**config.mk**
```make
export PLATFORM = sky130hd
export DESIGN_NAME = fetch_unit_pipe
export DESIGN_NICKNAME = d
export VERILOG_FILES = /design/src/rtl/fetch_pkg.sv /design/src/rtl/fetch_fifo.sv /design/src/rtl/fetch_unit_pipe.sv
export SDC_FILE = /design/constraint.sdc
export NUM_CORES = 1
export LEC_CHECK = 0
export ABC_AREA = 1
export CAP_MARGIN = 30
export CORE_MARGIN = 3
export CORE_UTILIZATION = 50
export DETAILED_ROUTE_END_ITERATION = 12
export DONT_BUFFER_PORTS = 1
export GPL_TIMING_DRIVEN = 0
export PLACE_DENSITY = 0.67
export SYNTH_ARGS = -nofsm -noshare
export SYNTH_HDL_FRONTEND = slang
export SYNTH_HIERARCHICAL = 1
export SYNTH_SLANG_ARGS = --single-unit
```
**constraint.sdc**
```tcl
create_clock -name clk -period 2.7 [get_ports clk]
set_input_delay 0.54 -clock clk [delete_from_list [all_inputs] [get_ports clk]]
set_output_delay 0.54 -clock clk [all_outputs]
set_load 0.005 [all_outputs]
```
**src/rtl/fetch_pkg.sv**
```systemverilog
// rtl/fetch_pkg.sv - shared state encoding, default widths and width helpers for the fetch front end
package fetch_pkg;

  // FSM state encoding
  localparam int STATE_W = 3;
  localparam logic [STATE_W-1:0] ST_IDLE  = 3'd0;
  localparam logic [STATE_W-1:0] ST_ISSUE = 3'd1;
  localparam logic [STATE_W-1:0] ST_WAIT  = 3'd2;
  localparam logic [STATE_W-1:0] ST_CAPT  = 3'd3;
  localparam logic [STATE_W-1:0] ST_HOLD  = 3'd4;

  // Default geometry of the fetch path
  localparam int DEF_ADDR_W  = 3;
  localparam int DEF_OPND_W  = 10;
  localparam int DEF_DATA_W  = 8;
  localparam int DEF_DEPTH   = 8;
  localparam int DEF_MEM_LAT = 1;

  // Packed instruction is {addr, operand}
  function automatic int instr_width(input int addr_w, input int opnd_w);
    return addr_w + opnd_w;
  endfunction

  // Result word is {data, operand}
  function automatic int out_width(input int data_w, input int opnd_w);
    return data_w + opnd_w;
  endfunction

  // Occupancy counter must be able to hold the value DEPTH itself
  function automatic int cnt_width(input int depth);
    return $clog2(depth + 1);
  endfunction

  // Bit position of the lowest address bit inside a packed instruction
  function automatic int addr_lsb(input int opnd_w);
    return opnd_w;
  endfunction

  // Latency down-counter only needs to reach MEM_LAT-1; keep at least 1 bit
  function automatic int lat_width(input int mem_lat);
    return (mem_lat < 2) ? 1 : $clog2(mem_lat);
  endfunction

endpackage

```
**src/rtl/fetch_fifo.sv**
```systemverilog
// rtl/fetch_fifo.sv - instruction FIFO with occupancy count and synchronous flush
module fetch_fifo
  import fetch_pkg::*;
#(
  parameter int WIDTH = 13,
  parameter int DEPTH = 8,
  localparam int PTR_W = $clog2(DEPTH),
  localparam int CNT_W = cnt_width(DEPTH)
) (
  input  logic             clk,
  input  logic             rst,
  input  logic             flush,
  input  logic             push_valid,
  input  logic [WIDTH-1:0] push_data,
  output logic             push_ready,
  input  logic             pop,
  output logic [WIDTH-1:0] head_data,
  output logic             empty,
  output logic [CNT_W-1:0] count
);

  logic [WIDTH-1:0] mem_q [DEPTH];
  logic [PTR_W-1:0] wr_ptr_q;
  logic [PTR_W-1:0] rd_ptr_q;
  logic [CNT_W-1:0] count_q;
  logic             full;
  logic             push_ok;
  logic             pop_ok;

  // Flush wins over both ports so a word offered during flush is dropped
  always_comb begin
    full       = (count_q == CNT_W'(DEPTH));
    empty      = (count_q == '0);
    push_ready = !full;
    push_ok    = push_valid && !full && !flush;
    pop_ok     = pop && !empty && !flush;
    head_data  = mem_q[rd_ptr_q];
    count      = count_q;
  end

  // Pointer and occupancy bookkeeping; pointers wrap naturally at DEPTH
  always_ff @(posedge clk or posedge rst) begin
    if (rst) begin
      wr_ptr_q <= '0;
      rd_ptr_q <= '0;
      count_q  <= '0;
    end else if (flush) begin
      wr_ptr_q <= '0;
      rd_ptr_q <= '0;
      count_q  <= '0;
    end else begin
      if (push_ok) wr_ptr_q <= wr_ptr_q + PTR_W'(1);
      if (pop_ok)  rd_ptr_q <= rd_ptr_q + PTR_W'(1);
      unique case ({push_ok, pop_ok})
        2'b10:   count_q <= count_q + CNT_W'(1);
        2'b01:   count_q <= count_q - CNT_W'(1);
        default: count_q <= count_q;
      endcase
    end
  end

  // Storage array needs no reset; only slots below count are ever read out
  always_ff @(posedge clk) begin
    if (push_ok) mem_q[wr_ptr_q] <= push_data;
  end

endmodule

```
**src/rtl/fetch_unit_pipe.sv**
```systemverilog
// rtl/fetch_unit_pipe.sv - instruction fetch front end: FIFO, memory read sequencing, result handshake
module fetch_unit_pipe
  import fetch_pkg::*;
#(
  parameter int ADDR_W  = DEF_ADDR_W,
  parameter int OPND_W  = DEF_OPND_W,
  parameter int DATA_W  = DEF_DATA_W,
  parameter int DEPTH   = DEF_DEPTH,
  parameter int MEM_LAT = DEF_MEM_LAT,
  localparam int INSTR_W = instr_width(ADDR_W, OPND_W),
  localparam int OUT_W   = out_width(DATA_W, OPND_W),
  localparam int CNT_W   = cnt_width(DEPTH)
) (
  input  logic               clk,
  input  logic               rst,
  input  logic               start,
  input  logic               flush,
  input  logic               in_valid,
  input  logic [INSTR_W-1:0] in_data,
  output logic               in_ready,
  output logic               mem_ren,
  output logic [ADDR_W-1:0]  mem_addr,
  input  logic [DATA_W-1:0]  mem_rdata,
  output logic               out_valid,
  input  logic               out_ready,
  output logic [OUT_W-1:0]   out_data,
  output logic [CNT_W-1:0]   fifo_count,
  output logic               busy,
  output logic               done
);

  localparam int A_LSB = addr_lsb(OPND_W);
  localparam int LAT_W = lat_width(MEM_LAT);

  logic [STATE_W-1:0] state_q;
  logic [STATE_W-1:0] state_d;
  logic [INSTR_W-1:0] head_data;
  logic [ADDR_W-1:0]  head_addr;
  logic [OPND_W-1:0]  head_opnd;
  logic [ADDR_W-1:0]  addr_q;
  logic [OPND_W-1:0]  opnd_q;
  logic [LAT_W-1:0]   lat_cnt_q;
  logic               out_valid_q;
  logic [OUT_W-1:0]   out_data_q;
  logic               done_q;
  logic               fifo_empty;
  logic               fifo_pop;
  logic               push_ok;
  logic               handshake;
  logic               more_work;

  fetch_fifo #(
    .WIDTH (INSTR_W),
    .DEPTH (DEPTH)
  ) u_fifo (
    .clk        (clk),
    .rst        (rst),
    .flush      (flush),
    .push_valid (in_valid),
    .push_data  (in_data),
    .push_ready (in_ready),
    .pop        (fifo_pop),
    .head_data  (head_data),
    .empty      (fifo_empty),
    .count      (fifo_count)
  );

  // Field split of the FIFO head and handshake qualifiers
  always_comb begin
    head_addr = head_data[A_LSB +: ADDR_W];
    head_opnd = head_data[OPND_W-1:0];
    push_ok   = in_valid && in_ready;
    handshake = out_valid_q && out_ready;
    // A word accepted in the same cycle as the result leaves is enough to keep going
    more_work = !fifo_empty || push_ok;
  end

  // State register
  always_ff @(posedge clk or posedge rst) begin
    if (rst) state_q <= ST_IDLE;
    else     state_q <= state_d;
  end

  // Next-state logic; flush returns to IDLE from anywhere
  always_comb begin
    state_d = state_q;
    if (flush) begin
      state_d = ST_IDLE;
    end else begin
      case (state_q)
        ST_IDLE:  if (start && !fifo_empty) state_d = ST_ISSUE;
        ST_ISSUE: state_d = (MEM_LAT > 1) ? ST_WAIT : ST_CAPT;
        ST_WAIT:  if (lat_cnt_q == LAT_W'(1)) state_d = ST_CAPT;
        ST_CAPT:  state_d = ST_HOLD;
        ST_HOLD:  if (handshake) state_d = more_work ? ST_ISSUE : ST_IDLE;
        default:  state_d = ST_IDLE;
      endcase
    end
  end

  // State-decoded outputs; address reads the head live in ISSUE and holds afterwards
  always_comb begin
    mem_ren   = (state_q == ST_ISSUE);
    mem_addr  = mem_ren ? head_addr : addr_q;
    fifo_pop  = mem_ren;
    busy      = (state_q != ST_IDLE);
    out_valid = out_valid_q;
    out_data  = out_data_q;
    done      = done_q;
  end

  // Datapath: operand latch, latency counter, result register and done pulse
  always_ff @(posedge clk or posedge rst) begin
    if (rst) begin
      addr_q      <= '0;
      opnd_q      <= '0;
      lat_cnt_q   <= '0;
      out_valid_q <= 1'b0;
      out_data_q  <= '0;
      done_q      <= 1'b0;
    end else if (flush) begin
      lat_cnt_q   <= '0;
      out_valid_q <= 1'b0;
      done_q      <= 1'b0;
    end else begin
      done_q <= 1'b0;
      case (state_q)
        ST_IDLE: begin
          if (start && fifo_empty) done_q <= 1'b1;
        end
        ST_ISSUE: begin
          addr_q    <= head_addr;
          opnd_q    <= head_opnd;
          lat_cnt_q <= LAT_W'(MEM_LAT - 1);
        end
        ST_WAIT: begin
          lat_cnt_q <= lat_cnt_q - LAT_W'(1);
        end
        ST_CAPT: begin
          out_data_q  <= {mem_rdata, opnd_q};
          out_valid_q <= 1'b1;
        end
        ST_HOLD: begin
          if (handshake) begin
            out_valid_q <= 1'b0;
            if (!more_work) done_q <= 1'b1;
          end
        end
        default: begin
          out_valid_q <= 1'b0;
        end
      endcase
    end
  end

endmodule
```
# Word-level counts from Yosys, hierarchy flattened
# Memories as Yosys holds them, arrays and structs flattened.
# Cells that the tools add are included.
[word_totals]
register_bits = 47
rom_bits = 0
mem_bits_rw = 104
word_cells = 76
latch_bits = 0
n_memories = 1
[mem_list]
columns = ["name", "depth", "width", "read_ports", "rd_clocked_by_memory_dff", "write_ports", "line", "source"]
rows = [
  ["u_fifo.mem_q", 8, 13, 1, 0, 1, "fetch_fifo.sv:22", "logic [WIDTH-1:0] mem_q [DEPTH];"],
]
[op_classes]
div = 0
shifts = 0
n_reduce_logical = 23
bitwise_logic = 1
muxes = 25
magnitude_cmp = 0
mul = 0
n_eq_ne = 11
n_addsub = 5
[ops]
columns = ["op", "n"]
rows = [
  ["3-bit 2-to-1 mux", 9],
  ["3-bit case mux with 5 select lines", 1],
  ["1-bit 2-to-1 mux", 10],
  ["3-bit inequality test (second input constant)", 3],
  ["3-bit nonzero test", 3],
  ["4-bit case mux with 2 select lines", 1],
  ["1-bit logical AND", 7],
  ["3-bit by 1-bit adder with 3-bit output (second input constant)", 2],
  ["3-bit by 2-bit equality test with 1-bit output (second input constant)", 2],
  ["2-bit AND reduction", 3],
  ["4-bit by 1-bit adder with 4-bit output (second input constant)", 1],
  ["4-bit equality test (second input constant)", 1],
  ["4-bit logical NOT", 1],
  ["4-bit 2-to-1 mux", 1],
  ["1-bit case mux with 2 select lines", 2],
  ["2-bit nonzero test", 2],
  ["4-bit by 1-bit subtractor with 4-bit output (second input constant)", 1],
  ["3-bit by 1-bit equality test with 1-bit output (second input constant)", 1],
  ["3-bit equality test (second input constant)", 1],
  ["1-bit logical NOT", 3],
  ["3-bit logical NOT", 1],
  ["1-bit case mux with 3 select lines", 1],
  ["3-bit AND reduction", 1],
  ["3-bit OR reduction", 1],
  ["6 further kinds", 6],
]

# Longest topological paths before layout
# Gate-level depths: netlist of run 1.
[logic_depth]
word_depth = 8
depth_mapped = 16
ltp_nobuf = 16

# By module
# The synthesis of run 1 kept the hierarchy.
[by_module_without_submodules]
columns = ["mod", "n_inst", "area_per_inst_um2", "cells_each", "seq_area_each_um2"]
rows = [
  ["fetch_fifo", 1, 4718.3, 397, 3373.2],
  ["fetch_unit_pipe", 1, 1634.1, 187, 925.9],
]

# Worst setup path after synthesis of run 1
# No wires, ideal clock.
[synth_timing]
kind = "reg2reg"
start = "register state_q[1]"
end = "register u_fifo.count_q[3] (netlist: u_fifo/count[3])"
n_path_buf = 1
arrival_time_ns = 1.897
path_slack_ns = 0.687
stages_incl_launch_ff = 14
period_less_slack_ns = 2.013
setup_time_ns = 0.116
path_cell_list = "dfrtp_1 nor3_4 buf_4 nand2_1 nor2_4 ha_1 a21oi_1 nand3_1 nand2_1 inv_1 nand2_1 nand2_1 nand2_1 nand2_1"
[synth_between]
elab_chain_len = 6
[synth_rtl]
columns = ["item", "line", "source"]
rows = [
  ["start, declared", "fetch_unit_pipe.sv:35", "logic [STATE_W-1:0] state_q;"],
  ["start signal, assigned", "fetch_unit_pipe.sv:81", "else state_q <= state_d;"],
  ["3-bit by 1-bit equality test with 1-bit output (*)", "fetch_unit_pipe.sv:103", "mem_ren = (state_q == ST_ISSUE);"],
  ["via mem_ren", "fetch_unit_pipe.sv:21", "output logic mem_ren,"],
  ["1-bit logical AND (*) (2 in a row)", "fetch_fifo.sv:36", "pop_ok = pop && !empty && !flush;"],
  ["2-bit by 1-bit equality test with 1-bit output or 2-bit equality test (tied branches)", "fetch_fifo.sv:54", "unique case ({push_ok, pop_ok})"],
  ["4-bit case mux with 2 select lines", "fetch_fifo.sv:54", ""],
  ["4-bit 2-to-1 mux", "fetch_fifo.sv:47", "end else if (flush) begin"],
  ["end signal, assigned", "fetch_fifo.sv:55", "2'b10: count_q <= count_q + CNT_W'(1);"],
  ["end signal, assigned", "fetch_fifo.sv:56", "2'b01: count_q <= count_q - CNT_W'(1);"],
  ["end signal, assigned", "fetch_fifo.sv:57", "default: count_q <= count_q;"],
  ["end, declared", "fetch_fifo.sv:25", "logic [CNT_W-1:0] count_q;"],
]
# Mark *: on every way through the listed nets, which the timed path passes. The rest lies on a longest branch.
# A chain may end at the register's enable or synchronous reset.

# Worst setup path after layout of run 1
[layout_timing]
start = "register u_fifo.rd_ptr_q[0]"
end = "output mem_addr[1]"
[layout_between]
elab_chain_len = 2
[layout_rtl]
columns = ["item", "line", "source"]
rows = [
  ["start, declared", "fetch_fifo.sv:24", "logic [PTR_W-1:0] rd_ptr_q;"],
  ["start signal, assigned", "fetch_fifo.sv:53", "if (pop_ok) rd_ptr_q <= rd_ptr_q + PTR_W'(1);"],
  ["memory 8 x 13 bit", "n/a", ""],
  ["via head_data[11]", "fetch_unit_pipe.sv:37", "logic [INSTR_W-1:0] head_data;"],
  ["3-bit 2-to-1 mux", "n/a", ""],
  ["end, declared", "fetch_unit_pipe.sv:22", "output logic [ADDR_W-1:0] mem_addr,"],
]
# The timed path passes the listed nets, and every way through them passes these cells.

==> results of run 1 <==
## cell usage after synthesis
cell type / instances
a21oi_1: 18
a21oi_2: 2
a31oi_1: 13
buf_2: 11
buf_4: 4
buf_6: 3
clkbuf_1: 6
clkbuf_2: 1
clkinv_2: 1
dfrtp_1: 47
edfxtp_1: 104
fa_1: 1
ha_1: 4
inv_1: 37
inv_2: 5
nand2_1: 125
nand2_2: 3
nand2_4: 3
nand3_1: 23
nand3_4: 1
nand4_1: 1
nor2_1: 79
nor2_2: 3
nor2_4: 1
nor3_1: 1
nor3_4: 1
o211ai_1: 1
o21ai_0: 56
o21ai_1: 17
o21ai_2: 10
o31ai_1: 1
xnor2_1: 1
## kinds of logic after synthesis
group / Yosys count / share of synthesized area [%]
AO/OA/AOI/OAI: 118 / 10.3
XOR/XNOR: 1 / 0.138
adder cells (fa/ha/maj): 5 / 1.10
buffers and inverters: 68 / 4.86
flip-flops: 151 / 67.7
AND/OR/NAND/NOR: 241 / 15.9
## routing by layer
layer  share of wire (%)  track usage [%]  up-vias
met4                 3.1             8.98        0
met3                 9.7             8.04       30
met2                  47             32.9      186
met5                   0                0        -
li1                    -                -     2053
met1                  40             25.8     2004
## power by group through the flow
stage               combinational (uW)  clock, uW  sequential, uW
floorplan                         1040          0            3020
detailed placement                1420          0            3090
finish                            1520       2260            3040
CTS                               1450       2300            3040
global route                      1730       2400            3090
global placement                  1360          0            3070
## critical path, stage by stage (launching register included)
cell and delay, ns:
dfrtp_1 0.39, buf_6 0.17, buf_2 0.32, nand2_1 0.08, nand2_1 0.09, a21oi_1 0.07, a31oi_1 0.24, inv_1 0.11
o21ai_2 0.17
## path summary, 6_finish.rpt
kind,from,end
max reg2reg,state_q[1],u_fifo/count[3]
min in group clk,flush,done
max,u_fifo/rd_ptr_q[0],mem_addr[1]
min reg2reg,opnd_q[1],opnd_q[1]
min,rst,state_q[0]
max in group asynchronous,rst,u_fifo/rd_ptr_q[2]
## flip-flops by register name (all words and copies together) (netlist names)
name             cells
addr_q               3
done                 1
lat_cnt_q            1
opnd_q              10
out_data            18
out_valid            1
state_q              3
u_fifo/count         4
u_fifo/mem_q       104
u_fifo/rd_ptr_q      3
u_fifo/wr_ptr_q      3
## metrics by stage
step                setup slack [ns]  util [%]  instances   TNS, ns
global placement               0.207      53.7        752         0
global route                -0.00679      60.3        797   -0.0103
CTS                         -0.00723      59.6        794  -0.00723
floorplan                      0.687         -        584         0
detailed placement             0.232      54.7        761         0
finish                        0.0957      60.3        797         0
## final cells by class
| class | instances | area, um^2 | share of cell area, % |
|---|---|---|---|
| sequential | 151 | 4300 | 58.4 |
| multi-input combinational | 365 | 1760 | 23.9 |
| clock buffer | 17 | 425 | 5.78 |
| tap | 168 | 210 | 2.86 |
| buffer | 25 | 205 | 2.79 |
| inverter | 43 | 168 | 2.28 |
| timing repair buffer | 13 | 146 | 1.99 |
| clock inverter | 15 | 144 | 1.96 |
## timing repair
item	in CTS	in global routing
setup endpoints to repair	3	3
pin swaps	0	2
endpoints found under the hold margin	10	0
hold buffers	1	0
resized for setup	13	23
buffers inserted	0	3
==> impl_results.md, run 1 <==
- CTS buffer count: 17
- Fin crit share: 96.5%
- CTS tree: yes
- PwrDens: 927 nW/um^2
- Critical path class: flip-flop to primary output
- Most frequent cells in the layout: nand2_1 (125), edfxtp_1 (104), nor2_1 (79)
- CP startpoint kind: flip-flop
- Die area: 14100 um^2
- Leak: 0.00299 uW
- Fin nets: between 600 and 700
- Share of layout cells above drive strength 1: around 16%
- Routed len/inst: 17.6 um
- Internal: 4630 uW
- Die width: 119 um
- Area fraction of the dominant cell type after synthesis: 49.2%
- Clock Power Share: between 30% and 40%
- Hold crit path type: input pin to async pin
- Total power: roughly 7000 uW
- Synthesized area per cell: 10.9 um^2
- First-pass GRT wire length: between 20 and 25 mm
- Post-Syn Instances: 584
- I/O Buffers: 0
- First-pass DRT Iterations: 5
- Vias in the first global route: 4201
- Area growth syn-to-layout: 15.9%
- FMAX: 0.384 GHz
- Synthesized cell area: 6350 um^2
- Register area share after synthesis: 67.7%
- Number of nets still failing antenna checks after routing: 0
- Slew @ Worst Pin: between 0.8 and 0.9 ns
- Largest net degree at the start of global routing: 23
- Post-synth cell types: 32
- Setup violations, final: 0
- Crit path DAT: ~2 ns
- Starting Density: around 52%
- Crit path time final: around 2.6 ns
- Net Switching: 2200 uW
- Top Ports: 57
- Number of cell rows: 40
- Via Count: 4273
- Clock skew: approximately 0.011 ns
- Max cap viols: 0
- Final hold vios: 0
- Headroom to the max-slew limit: a little over two fifths
- Hold WS: 0.106 ns
- CTS clk-pin slew, worst paths: 0.06 ns
- Core Area: 12200 um^2
- Crit end category: primary output
- Fillers: 1023
- Final Instance Area: 7360 um^2
- DR iter-0 viols: between 400 and 500
- Reg2Reg Depth: 13
- CP required: between 2 and 2.5 ns
- Ant diodes: 0
- GR Overflow Total: 0
- Switching portion of total power: 32.2%
- Total clock sinks: 151
- Slew Limit Fails: 0
- Detailed Route WL: 14.0 mm
- Die height: 119 um
- Max VDD drop: 0.000574 V
- Drt via density: 5.36
- CTS H-tree lvls: 4
- # DRC: 0
- Gpl congestion: between 0.8 and 0.9
- Placed cell areas: approximately 6700 um^2
- Synth warn: 6
- CTS Buffer Depth: 2
- FF-to-FF setup slack: about 0.46 ns
- Seq pwr share: approximately 45%
- Initial antenna violation count: 0
- GRT Overall Usage: 20.9%
- CP Max Fanout: 10
- Hpwl dp: 9.46 mm
- Commonest non-fill, non-tap cell in the layout: nand2_1
- Synth top area cells: edfxtp_1 (49%), dfrtp_1 (19%), nand2_1 (7.4%)
- Worst-skew pair later-pin latency: 0.42 ns
- Cell taking the most area after synthesis: edfxtp_1
- Logic pwr share: roughly 22%
- Synthesized flop and latch total: 151
- Status: finished, final reports clean
- Root buffer cell: clkbuf_16
- Net count after synthesis: 616
No activity file was read; power rests on OpenSTA's default activity.
==> inputs of run 2 (changes only) <==
- ABC_AREA: 1 -> 0
==> run 2 against run 1 <==
Worst hold slack got worse by 0.034 ns. Die area fell by 1.9%. Register-to-register slack got worse by 0.34 ns. Via count fell by 27%. Combinational power fell by 3%. Flip-flop and latch count did not move. Global-route usage fell by 2.9 points. Non-clock buffer count fell by 2. Clock skew fell by 0.0016 ns. Power rose by 5.2%. Synthesized cell count fell by 42%. Critical path type unchanged. Critical endpoint is now mem_addr[0].
==> impl_results.md, run 2 <==
- Slew Limit Fails: 0 (unchanged)
- First-pass GRT wire length: 18.5 mm (-16%)
- Die width: 118 um (-0.95%)
- Final hold vios: 0 (unchanged)
- Largest net degree at the start of global routing: 26 (+13%)
- Initial antenna violation count: 0 (unchanged)
- Area growth syn-to-layout: 19.2%
- Leak: 0.00269 uW (-10%)
- Commonest non-fill, non-tap cell in the layout: edfxtp_1
- CTS buffer count: 17 (unchanged)
- Crit path time final: 2.69 ns (+0.0846 ns)
- Max cap viols: 0 (unchanged)
- Hpwl dp: 7.63 mm (-19%)
- Clock skew: 0.00951 ns (-0.00157 ns)
- GRT Overall Usage: 18.0% (-2.9 points)
- Placed cell areas: 6560 um^2 (-1.8%)
- Die height: 118 um (-0.95%)
- Max VDD drop: 0.000652 V (+13%)
- Number of nets still failing antenna checks after routing: 0 (unchanged)
- RSZ-0062 raised after global routing: true
- Top-count cell post-synth: edfxtp_1
- Routed len/inst: 20.8 um (+18%)
- Root buffer cell: clkbuf_16
- Worst-skew pair later-pin latency: 0.42 ns (about the same)
- Synthesized area per cell: 18.5 um^2 (+70%)
- CP startpoint kind: flip-flop
- I/O Buffers: 0 (unchanged)
- Synth top area cells: edfxtp_1 (50%), dfrtp_1 (19%), mux4_2 (9.4%)
- Drt via density: 5.59 (+4.3%)
- Cell taking the most area after synthesis: edfxtp_1
- Total clock sinks: 151 (unchanged)
- Fin crit share: 99.6% (+3.1 points)
- Ys flop type: edfxtp_1
- Share of layout cells above drive strength 1: 39.6% (+24 points)
- Core Area: 12100 um^2 (-0.82%)
- CTS tree: yes
- Top Ports: 57 (unchanged)
- Net count after synthesis: 368 (-40%)
- Synthesized flop and latch total: 151 (unchanged)
- Fillers: 875 (-14%)
- Fin nets: 405 (-38%)
- Gpl congestion: 0.773 (-14%)
- CP required: 2.16 ns (about the same)
- Critical path class: flip-flop to primary output
- Commonest cells in the netlist: edfxtp_1 (104), dfrtp_1 (47), mux2_2 (47)
- Status: finished, final reports clean
- Via Count: 3099 (-27%)
- Headroom to the max-slew limit: 42.3% (-0.25 points)
- Setup violations, final: 0 (unchanged)
- Die area: 13800 um^2 (-1.9%)
- Hold WS: 0.0721 ns (-0.0335 ns)
- Number of synthesized flops with an enable pin: 104 (unchanged)
- Crit path DAT: 2.15 ns (+0.09 ns)
- Synthesized cell area: 6230 um^2 (-2.0%)
- # DRC: 0 (unchanged)
- CTS H-tree lvls: 4 (unchanged)
- First-pass DRT Iterations: 4 (-1)
- Post-synth cell types: 47 (+47%)
- Post-Syn Instances: 336 (-42%)
- Number of cell rows: 40 (unchanged)
- Fraction of registers with async set/reset: 31.1% (unchanged)
- Register area share after synthesis: 69.1% (+1.4 points)
- GR Overflow Total: 0 (unchanged)
- Max FFs per register: 104 (unchanged)
- Synth warn: 6 (unchanged)
- CTS Buffer Depth: 2 (unchanged)
- Total power: 7180 uW (+5.2%)
- Area fraction of the dominant cell type after synthesis: 50.2% (+1.0 points)
- Starting Density: 51.4% (-0.61 points)
- Detailed Route WL: 11.5 mm (-18%)
- Most frequent cells in the layout: edfxtp_1 (104), dfrtp_1 (47), mux2_2 (41)
- FMAX: 0.372 GHz (-3.1%)
- CP Max Fanout: 4 (-6)
- Slew @ Worst Pin: 0.865 ns (+0.00598 ns)
- Hold crit path type: input pin to async pin
- Final Instance Area: 7420 um^2 (+0.85%)
- Ant diodes: 0 (unchanged)
- Crit end category: primary output
- Biggest register: u_fifo/mem_q
- PwrDens: 967 nW/um^2 (+4.3%)
- Vias in the first global route: 3272 (-22%)
- DR iter-0 viols: 215 (-49%)
- CTS clk-pin slew, worst paths: 0.07 ns (about the same)
## run 2: cell types whose count changed in the layout (fill, tap and decap cells not counted), moves of 6 or more
cell | previous run | this run
nand2_1 | 125 | 4
nor2_1 | 79 | 17
o21ai_0 | 53 | 3
mux2_2 | 0 | 41
inv_1 | 37 | 4
mux4_2 | 0 | 26
nand3_1 | 23 | 5
o21ai_1 | 17 | 0
a21oi_1 | 18 | 3
o21ai_2 | 13 | 0
a31oi_1 | 12 | 0
buf_6 | 14 | 8
inv_6 | 7 | 1
mux2_4 | 0 | 6
## run 2: power by group
| group | internal [uW] | total (uW) | leakage (uW) | switching [uW] |
|---|---|---|---|---|
| clock | 1740 | 2660 | 0.000316 | 924 |
| combinational | 828 | 1480 | 0.000834 | 651 |
| sequential | 2810 | 3040 | 0.00154 | 232 |
## run 2: cells by family (layout without fill, tap and decap cells)
kind of cell    Yosys count  after routing  synth area share [%]
compound gates           19             19                  2.61
xor+xnor                  7              7                 0.985
fa+ha+maj                 5              5                  1.13
buf+inv                  22             72                  2.31
flops                   151            151                  69.1
mux                      77             77                  18.6
simple gates             55             55                  5.35
## run 2: final timing paths
| path | end | startpoint | cells after the start | slack (ns) |
|---|---|---|---|---|
| min reg2reg | opnd_q[3] | opnd_q[3] | 1 | 0.50 |
| min | lat_cnt_q | rst | 1 | 0.07 |
| max in group asynchronous | u_fifo/count[0] | rst | 2 | 1.86 |
| max reg2reg | u_fifo/count[3] | u_fifo/count[0] | 9 | 0.12 |
| min in group clk | u_fifo/mem_q[7][10] | in_data[10] | 0 | 0.22 |
| max | mem_addr[0] | u_fifo/rd_ptr_q[0] | 5 | 0.01 |
## run 2: repair_timing
item,4_1_cts,5_1_grt
hold buffers,1,0
buffers inserted,8,1
hold endpoints to repair,10,0
cloned,0,0
pin swaps,0,0
setup endpoints to repair,6,4
resized for setup,24,3
## run 2: per-stage QoR
stage	std cells	setup TNS, ns	util, %	worst slack, ns
after floorplan	336	0	-	0.0681
after global placement	504	-29.01	53.1	-0.895
after detailed placement	512	-1.06	54.1	-0.450
after CTS	553	-0.0129	61.0	-0.0129
after global routing	554	-0.0751	61.3	-0.0470
final	554	0	61.3	0.0110
## run 2: critical path, stage by stage, from the launching register on
cell and delay [ns]:
dfrtp_1 0.40, buf_12 0.13, buf_12 0.11, mux4_2 0.50, mux2_4 0.30, mux2_4 0.29
## run 2: layout make-up
class / count / area [um^2] / share of cell area, %
sequential: 151 / 4300 / 57.9
multi-input combinational: 163 / 1850 / 25.0
clock buffer: 17 / 425 / 5.73
clock inverter: 15 / 251 / 3.39
tap: 168 / 210 / 2.83
timing repair buffer: 18 / 184 / 2.48
buffer: 18 / 183 / 2.46
inverter: 4 / 15.0 / 0.202
## run 2: routing by layer
metal | track usage (%) | up-vias | part of all wire, %
met5 | 0 | - | 0
met4 | 6.67 | 0 | 1.3
li1 | - | 1388 | -
met1 | 22.7 | 1596 | 42
met2 | 28.1 | 103 | 50
met3 | 7.45 | 12 | 7.5
